File: src/rtl/bird_flight_ctrl.sv
// bird_flight_ctrl: flappy-bird game-flow FSM, physics tick, flap request and row integration.
// Build option: define BIRD_FLAP_HOLD_EN to make flap follow the held key level in PLAY.
module bird_flight_ctrl #(
    parameter int TICK_DIV  = 50,
    parameter int ROWS      = 16,
    parameter int START_ROW = 8,
    parameter int RW        = $clog2(ROWS)
) (
    input  logic                CLK,
    input  logic                RST,
    input  logic                key,
    input  logic                collide,
    input  logic                pipe_pass,
    input  logic signed [2:0]   velocity,
    output logic                step,
    output logic                flap,
    output logic                kin_rst,
    output logic [RW-1:0]       row,
    output logic [1:0]          state,
    output logic                dead,
    output logic [7:0]          score
);
    localparam logic [1:0] IDLE = 2'b00, PLAY = 2'b01, DEAD = 2'b10;
    localparam int CW = $clog2(TICK_DIV);
    localparam logic signed [RW+1:0] MAX_ROW = (RW+2)'(ROWS - 1);

    logic [1:0]             state_n;
    logic [CW-1:0]          cnt;
    logic                   key_q, kedge, step_d, floor_hit;
    logic signed [RW+1:0]   nxt;
    logic [RW-1:0]          row_upd;

    assign kedge     = key & ~key_q;
    assign nxt       = $signed({2'b00, row}) - (RW+2)'(velocity);
    assign floor_hit = step_d && nxt > MAX_ROW;
    assign row_upd   = nxt < 0 ? '0 : nxt > MAX_ROW ? RW'(ROWS - 1) : nxt[RW-1:0];

    // state register
    always_ff @(posedge CLK)
        state <= RST ? IDLE : state_n;

    // next-state: key edges start/restart, collide or floor kills, 11 recovers to IDLE
    always_comb
        state_n = state == IDLE ? (kedge ? PLAY : IDLE) :
                  state == PLAY ? ((collide || floor_hit) ? DEAD : PLAY) :
                  state == DEAD ? (kedge ? IDLE : DEAD) : IDLE;

    // state-decoded outputs
    always_comb begin
        kin_rst = state != PLAY;
        dead    = state == DEAD;
    end

    // key history, tick counter; step is registered one cycle ahead so it lands on the last count
    always_ff @(posedge CLK) begin
        if (RST) begin
            key_q  <= 1'b0;
            cnt    <= '0;
            step   <= 1'b0;
            step_d <= 1'b0;
        end else begin
            key_q  <= key;
            cnt    <= (state == PLAY && state_n == PLAY) ? (cnt == CW'(TICK_DIV - 1) ? '0 : cnt + 1'b1) : '0;
            step   <= state == PLAY && state_n == PLAY && cnt == CW'(TICK_DIV - 2);
            step_d <= step;
        end
    end

`ifdef BIRD_FLAP_HOLD_EN
    // flap follows the key level while playing
    always_ff @(posedge CLK)
        flap <= RST ? 1'b0 : (state_n == PLAY && key);
`else
    // flap is the pending-flap latch: key edge sets (wins over step), step consumes, DEAD exit clears
    always_ff @(posedge CLK)
        flap <= RST ? 1'b0 : kedge ? (state != DEAD) : (flap & ~step);
`endif

    // row integration after each tick, and saturating score while play continues
    always_ff @(posedge CLK) begin
        if (RST) begin
            row   <= RW'(START_ROW);
            score <= '0;
        end else begin
            row   <= state_n == IDLE ? RW'(START_ROW) : (state == PLAY && step_d) ? row_upd : row;
            score <= (state == IDLE && kedge) ? '0 :
                     (state == PLAY && state_n == PLAY && pipe_pass && score != 8'hFF) ? score + 1'b1 : score;
        end
    end
endmodule
File: config.mk
export PLATFORM = sky130hd
export DESIGN_NAME = bird_flight_ctrl
export DESIGN_NICKNAME = d
export VERILOG_FILES = /design/src/rtl/bird_flight_ctrl.sv
export SDC_FILE = /design/constraint.sdc
export NUM_CORES = 1
export LEC_CHECK = 0
export BUFFER_PORTS_ARGS = -buffer_cell sky130_fd_sc_hd__buf_4
export CAP_MARGIN = 30
export CORE_MARGIN = 2
export CORE_UTILIZATION = 41
export CTS_BUF_LIST = sky130_fd_sc_hd__clkbuf_16
export CTS_CLUSTER_DIAMETER = 60
export CTS_CLUSTER_SIZE = 20
export DETAILED_ROUTE_END_ITERATION = 7
export GPL_TIMING_DRIVEN = 0
export MAX_ROUTING_LAYER = met4
export PLACE_DENSITY_LB_ADDON = 0.12
export REMOVE_ABC_BUFFERS = 1
export SYNTH_ARGS = -nofsm -noshare
export SYNTH_HDL_FRONTEND = slang
export SYNTH_SLANG_ARGS = --single-unit
File: constraint.sdc
create_clock -name CLK -period 4 [get_ports CLK]
set_input_delay 0.6 -clock CLK [delete_from_list [all_inputs] [get_ports CLK]]
set_output_delay 0.6 -clock CLK [all_outputs]
set_load 0.02 [all_outputs]
# Yosys cells after proc, flatten, opt, wreduce, memory -nomap -nowiden
# Index checks and enable logic that the tools add are counted.
[totals]
input_bits = 8
elab_cells = 48
regBits = 24
[classes]
n_reduce_logical = 13
mux = 9
bitwise = 5
eq_ne = 8
add_sub_neg = 3
n_lt_le_gt_ge = 2
[ops]
columns = ["op", "count"]
rows = [
  ["equality test 6 bit (second input constant)", 2],
  ["two-way mux 2 bit", 5],
  ["adder 8 x 1 -> 8 bit (second input constant)", 1],
  ["two-way mux 4 bit", 2],
  ["!= test 8 bit (second input constant)", 1],
  ["logical AND 1 bit", 7],
  ["adder 6 x 1 -> 6 bit (second input constant)", 1],
  ["> comparator 6 x 5 -> 1 bit (second input constant)", 1],
  ["< comparator 6 x 1 -> 1 bit (second input constant)", 1],
  ["subtractor 5 x 3 -> 6 bit", 1],
  ["equality test 2 x 1 -> 1 bit (second input constant)", 2],
  ["logical NOT 2 bit", 2],
  ["OR reduction 2 bit", 2],
  ["inverter 1 bit", 3],
  ["OR reduction 3 bit", 1],
  ["bitwise AND 1 bit", 2],
  ["equality test 2 bit (second input constant)", 1],
  ["two-way mux 1 bit", 2],
  ["!= test 2 x 1 -> 1 bit (second input constant)", 1],
  ["!= test 2 bit (second input constant)", 1],
  ["logical OR 1 bit", 1],
]

# Logic depth before layout (Yosys ltp)
[depth]
ltp_word = 11
ltp_mapped = 9
mapped_depth_nobuf = 9

# Worst setup path after synthesis
# No wires, ideal clock.
[synth_timing]
path_type = "input port to flip-flop"
from = "in velocity[0]"
to = "reg score[3]"
required_ps = 3882
setup_time_ps = 118
n_path_buf = 0
arrival_ps = 2130
cell_stages = 8
slack_ps = 1752
path_cell_list = "ha_1 > inv_1 > fa_1 > a21oi_1 > o21ai_0 > mux2_2 > o2111a_1 > mux2i_1"
[synth_between]
elab_chain_len = 11
[synth_lines]
columns = ["element", "line", "source"]
rows = [
  ["from (decl)", "14", "input logic signed [2:0] velocity,"],
  ["subtractor 5 x 3 -> 6 bit", "34", "assign nxt = $signed({2'b00, row}) - (RW+2)'(velocity);"],
  ["> comparator 6 x 5 -> 1 bit", "35", "assign floor_hit = step_d && nxt > MAX_ROW;"],
  ["logical AND 1 bit", "35", ""],
  ["logical OR 1 bit", "45", "state == PLAY ? ((collide || floor_hit) ? DEAD : PLAY) :"],
  ["two-way mux 2 bit (2 in series)", "45", ""],
  ["two-way mux 2 bit", "44", "state_n = state == IDLE ? (kedge ? PLAY : IDLE) :"],
  ["equality test 2 x 1 -> 1 bit", "87", "(state == PLAY && state_n == PLAY && pipe_pass && score != 8'hFF) ? score + 1'b1 : score;"],
  ["logical AND 1 bit (3 in series)", "87", ""],
  ["to (signal assigned)", "86", "score <= (state == IDLE && kedge) ? '0 :"],
  ["to (decl)", "21", "output logic [7:0] score"],
]
# No other way between the ends.
# A chain may end at the register's enable or synchronous reset.

# Worst setup path after layout
[layout_timing]
from = "in velocity[0]"
to = "reg row[0]"
[layout_between]
elab_chain_len = 9
elab_cells_between_ends = 12
classes_between = "add/sub: 1; order compare: 2; mux: 5; reduce/logical: 4"
[layout_lines]
columns = ["element", "line", "source"]
rows = [
  ["subtractor 5 x 3 -> 6 bit (*)", "34", ""],
  ["> comparator 6 x 5 -> 1 bit", "35, 36", ""],
  ["logical AND 1 bit", "35", ""],
  ["logical OR 1 bit", "45", ""],
  ["two-way mux 2 bit (2 in series)", "45", ""],
  ["two-way mux 2 bit", "44", ""],
  ["logical NOT 2 bit", "85", "row <= state_n == IDLE ? RW'(START_ROW) : (state == PLAY && step_d) ? row_upd : row;"],
  ["OR reduction 2 bit (no line)", "--", ""],
  ["to (signal assigned)", "82", "row <= RW'(START_ROW);"],
  ["to (signal assigned)", "85", ""],
  ["to (decl)", "18", "output logic [RW-1:0] row,"],
]
# Every way passes the cells marked *; elsewhere a longest branch is shown, timed or not.

==> impl_metrics.json <==
{
  "routed_wl_um": 2970,
  "synth_top_area_frac": 0.345,
  "synthArstFlopShare": 0,
  "root_buffer": "clkbuf_16",
  "via_per_inst": 5.17,
  "grt_usage": 0.162,
  "critPathKind": "in -> reg",
  "drc": 0,
  "dieArea_mm2": 0.00388,
  "p_per_area_mw_per_mm2": 308,
  "ys_top_cells_by_count": "dfxtp_1, nand2_1, inv_1",
  "critical_path.top_delay_family": "compound AO/OA/AOI/OAI gates",
  "cts_hold_buf": 0,
  "synth-main-ff-cell": "dfxtp_1",
  "drt-initial-drc-count": 43,
  "fmax_mhz": 434,
  "rows": 21,
  "holdCritPathClass": "reg -> reg",
  "hold_viol_final": 0,
  "path_buf_inv": 2,
  "pre_cts_slack_ns": 1.44,
  "synth_compound_area_frac": 0.168,
  "synth_top_area_cell": "dfxtp_1",
  "finalCriticalPeriod_ns": 2.30,
  "cp.arrival_ns": 2.46,
  "yosys-mux-area-fraction": 0.0817,
  "clockBufferDepth": 2,
  "num_io_pins": 26,
  "grt_pass1_wl_um": 4970,
  "grt_pass1_vias": 1078,
  "cp.required_ns": 4.16,
  "clock_latency_ns": 0.25,
  "cts_setup_buffers": 0,
  "initial_core_util": 0.421,
  "syn_inst": 157,
  "grt_remaining_overflow": 0,
  "cp_max_fo": 9,
  "synth_top_family_by_area": "simple AND/OR/NAND/NOR gates",
  "die_w_um": 62.3,
  "cts_inserted_buffers": 3,
  "cts_sinks": 24,
  "ys_ff_latch": 24,
  "synth_xor_xnor_area_share": 0.0314,
  "portBuffers": 25,
  "nets": 203,
  "path_cells": "buf_4 > ha_1 > inv_1 > fa_1 > a21oi_1 > o21ai_0 > mux2i_4 > nand2_1 > a221oi_1",
  "wire_per_inst_um": 12.9,
  "core_area_mm2": 0.00331,
  "finalWorstSetupSlack_ns": 1.70,
  "cts_tree": "built",
  "num_vias": 1190,
  "drt_pass1_iterations": 4,
  "yosys_warnings": 0,
  "status": "finished, final reports clean",
  "crit_path_end_kind": "flop",
  "yosysMostFrequentCell": "dfxtp_1",
  "synth_cell_types": 40,
  "synth.top_cells.by_area": "dfxtp_1, ha_1, mux2i_1",
  "area_growth_pct": 22.7,
  "rsz0062_at_grt": "no",
  "placed_area_mm2": 0.00163,
  "setup_viol": 0,
  "dp_hpwl_um": 2240,
  "htree_num_levels": 1,
  "clock_skew_ns": 0.00117,
  "grt_max_degree": 15,
  "fp.dieH_um": 62.3,
  "ir_worst_vdd_uv": 250,
  "min_period_over_period": 0.576,
  "slew_headroom": 0.381,
  "drive_gt1_frac": 0.207,
  "synth-adder-area-share": 0.0952,
  "antenna_found_initial": 0,
  "final_area_mm2": 0.00171,
  "slowest_delay_ns": 0.41,
  "seq_area_frac_synth": 0.345,
  "avgSynthCellArea_um2": 8.88,
  "cts-resized-gates": 0,
  "diodes": 0,
  "synth-simple-area-share": 0.239,
  "path_clk_slew_ns": 0.06,
  "gp_congestion": 0.764,
  "fin_tns_setup_ns": 0,
  "critPathLaunchType": "input pin",
  "leakagePower_nw": 0.694,
  "synth-edff-count": 0,
  "tightest_slew_ns": 0.921,
  "cap_violations": 0,
  "synthesis.area_mm2": 0.00139,
  "maxSlewViolCount": 0,
  "antenna_left": 0,
  "cp_slowest_cell": "fa_1",
  "nFillCells": 345
}
[layout by cell type, fill, tap and decap left out, types with 2 or more instances in the layout]
cell type	instances
and3_1	4
o21a_1	3
dfxtp_1	24
a31oi_1	2
mux2i_1	8
nand2_1	20
nor2_1	11
xnor2_1	2
xor2_1	3
nand3_1	4
nand2b_1	2
or3_1	7
a211oi_1	7
ha_1	9
nand4_1	3
clkbuf_16	3
a221oi_1	2
buf_4	25
inv_1	13
nor3_1	2
nor2b_1	4
a21oi_1	6
[where the power goes]
part	internal (W)	total (W)	switching (W)
combinational	0.0000251	0.0000616	0.0000366
sequential	0.000242	0.000246	0.00000349
clock	0.000134	0.000218	0.0000849
[final timing paths]
check / from / end / slack, ns / cells after the start
worst max-delay path: velocity[0] / row[0]$_SDFFE_PP0P_ / 1.70 / 9
worst min register to register: step$_SDFF_PP0_ / step_d$_SDFF_PP0_ / 0.48 / 2
worst max register to register: row[0]$_SDFFE_PP0P_ / row[0]$_SDFFE_PP0P_ / 1.75 / 9
worst min-delay path: step$_SDFF_PP0_ / step_d$_SDFF_PP0_ / 0.48 / 2
[layer usage]
metal  share of wire  up-vias  track usage
met3           0.042        2       0.0399
met1            0.51      549        0.228
met2            0.44       28        0.234
met5               0        -            -
li1                -      611            -
met4          0.0061        0       0.0417
[worst register-to-register path, delay by kind of cell, from the launching register on]
family	cells	cell delay (ns)
DFF	1	0.32
buffers and inverters	2	0.11
muxes	1	0.34
and+or+nand+nor	1	0.16
adders and majority gates	2	0.57
AOI/OAI and AO/OA	3	0.65
[cell type report]
type | instances | area, µm² | share of cell area
multi-input combinational | 118 | 857 | 0.501
clock inverter | 1 | 3.75 | 0.00219
sequential | 24 | 480 | 0.281
clock buffer | 3 | 75.1 | 0.0439
tap | 46 | 57.6 | 0.0337
timing repair buffer | 25 | 188 | 0.110
inverter | 13 | 48.8 | 0.0285
[kinds of logic after synthesis]
logic type,after synthesis
buf+inv,15
fa+ha+maj,10
flops,24
mux,10
compound gates,29
xor+xnor,5
simple gates,64
[metrics by stage]
stage | std cells | hold WS (ns) | utilization | total power, W
finish | 230 | 0.483 | 0.517 | 0.000526
global route | 230 | 0.496 | 0.517 | 0.000551
CTS | 230 | 0.482 | 0.517 | 0.000532
detailed placement | 226 | 0.461 | 0.493 | 0.000313
global placement | 226 | 0.465 | 0.493 | 0.000311
floorplan | 155 | 0.445 | - | 0.000290
[registers in the layout, summed over array words and instances (netlist names)]
register,flops
cnt,6
score,8
key_q,1
step,1
row,4
state,2
flap,1
step_d,1
Power figures use the tool's default switching activity.
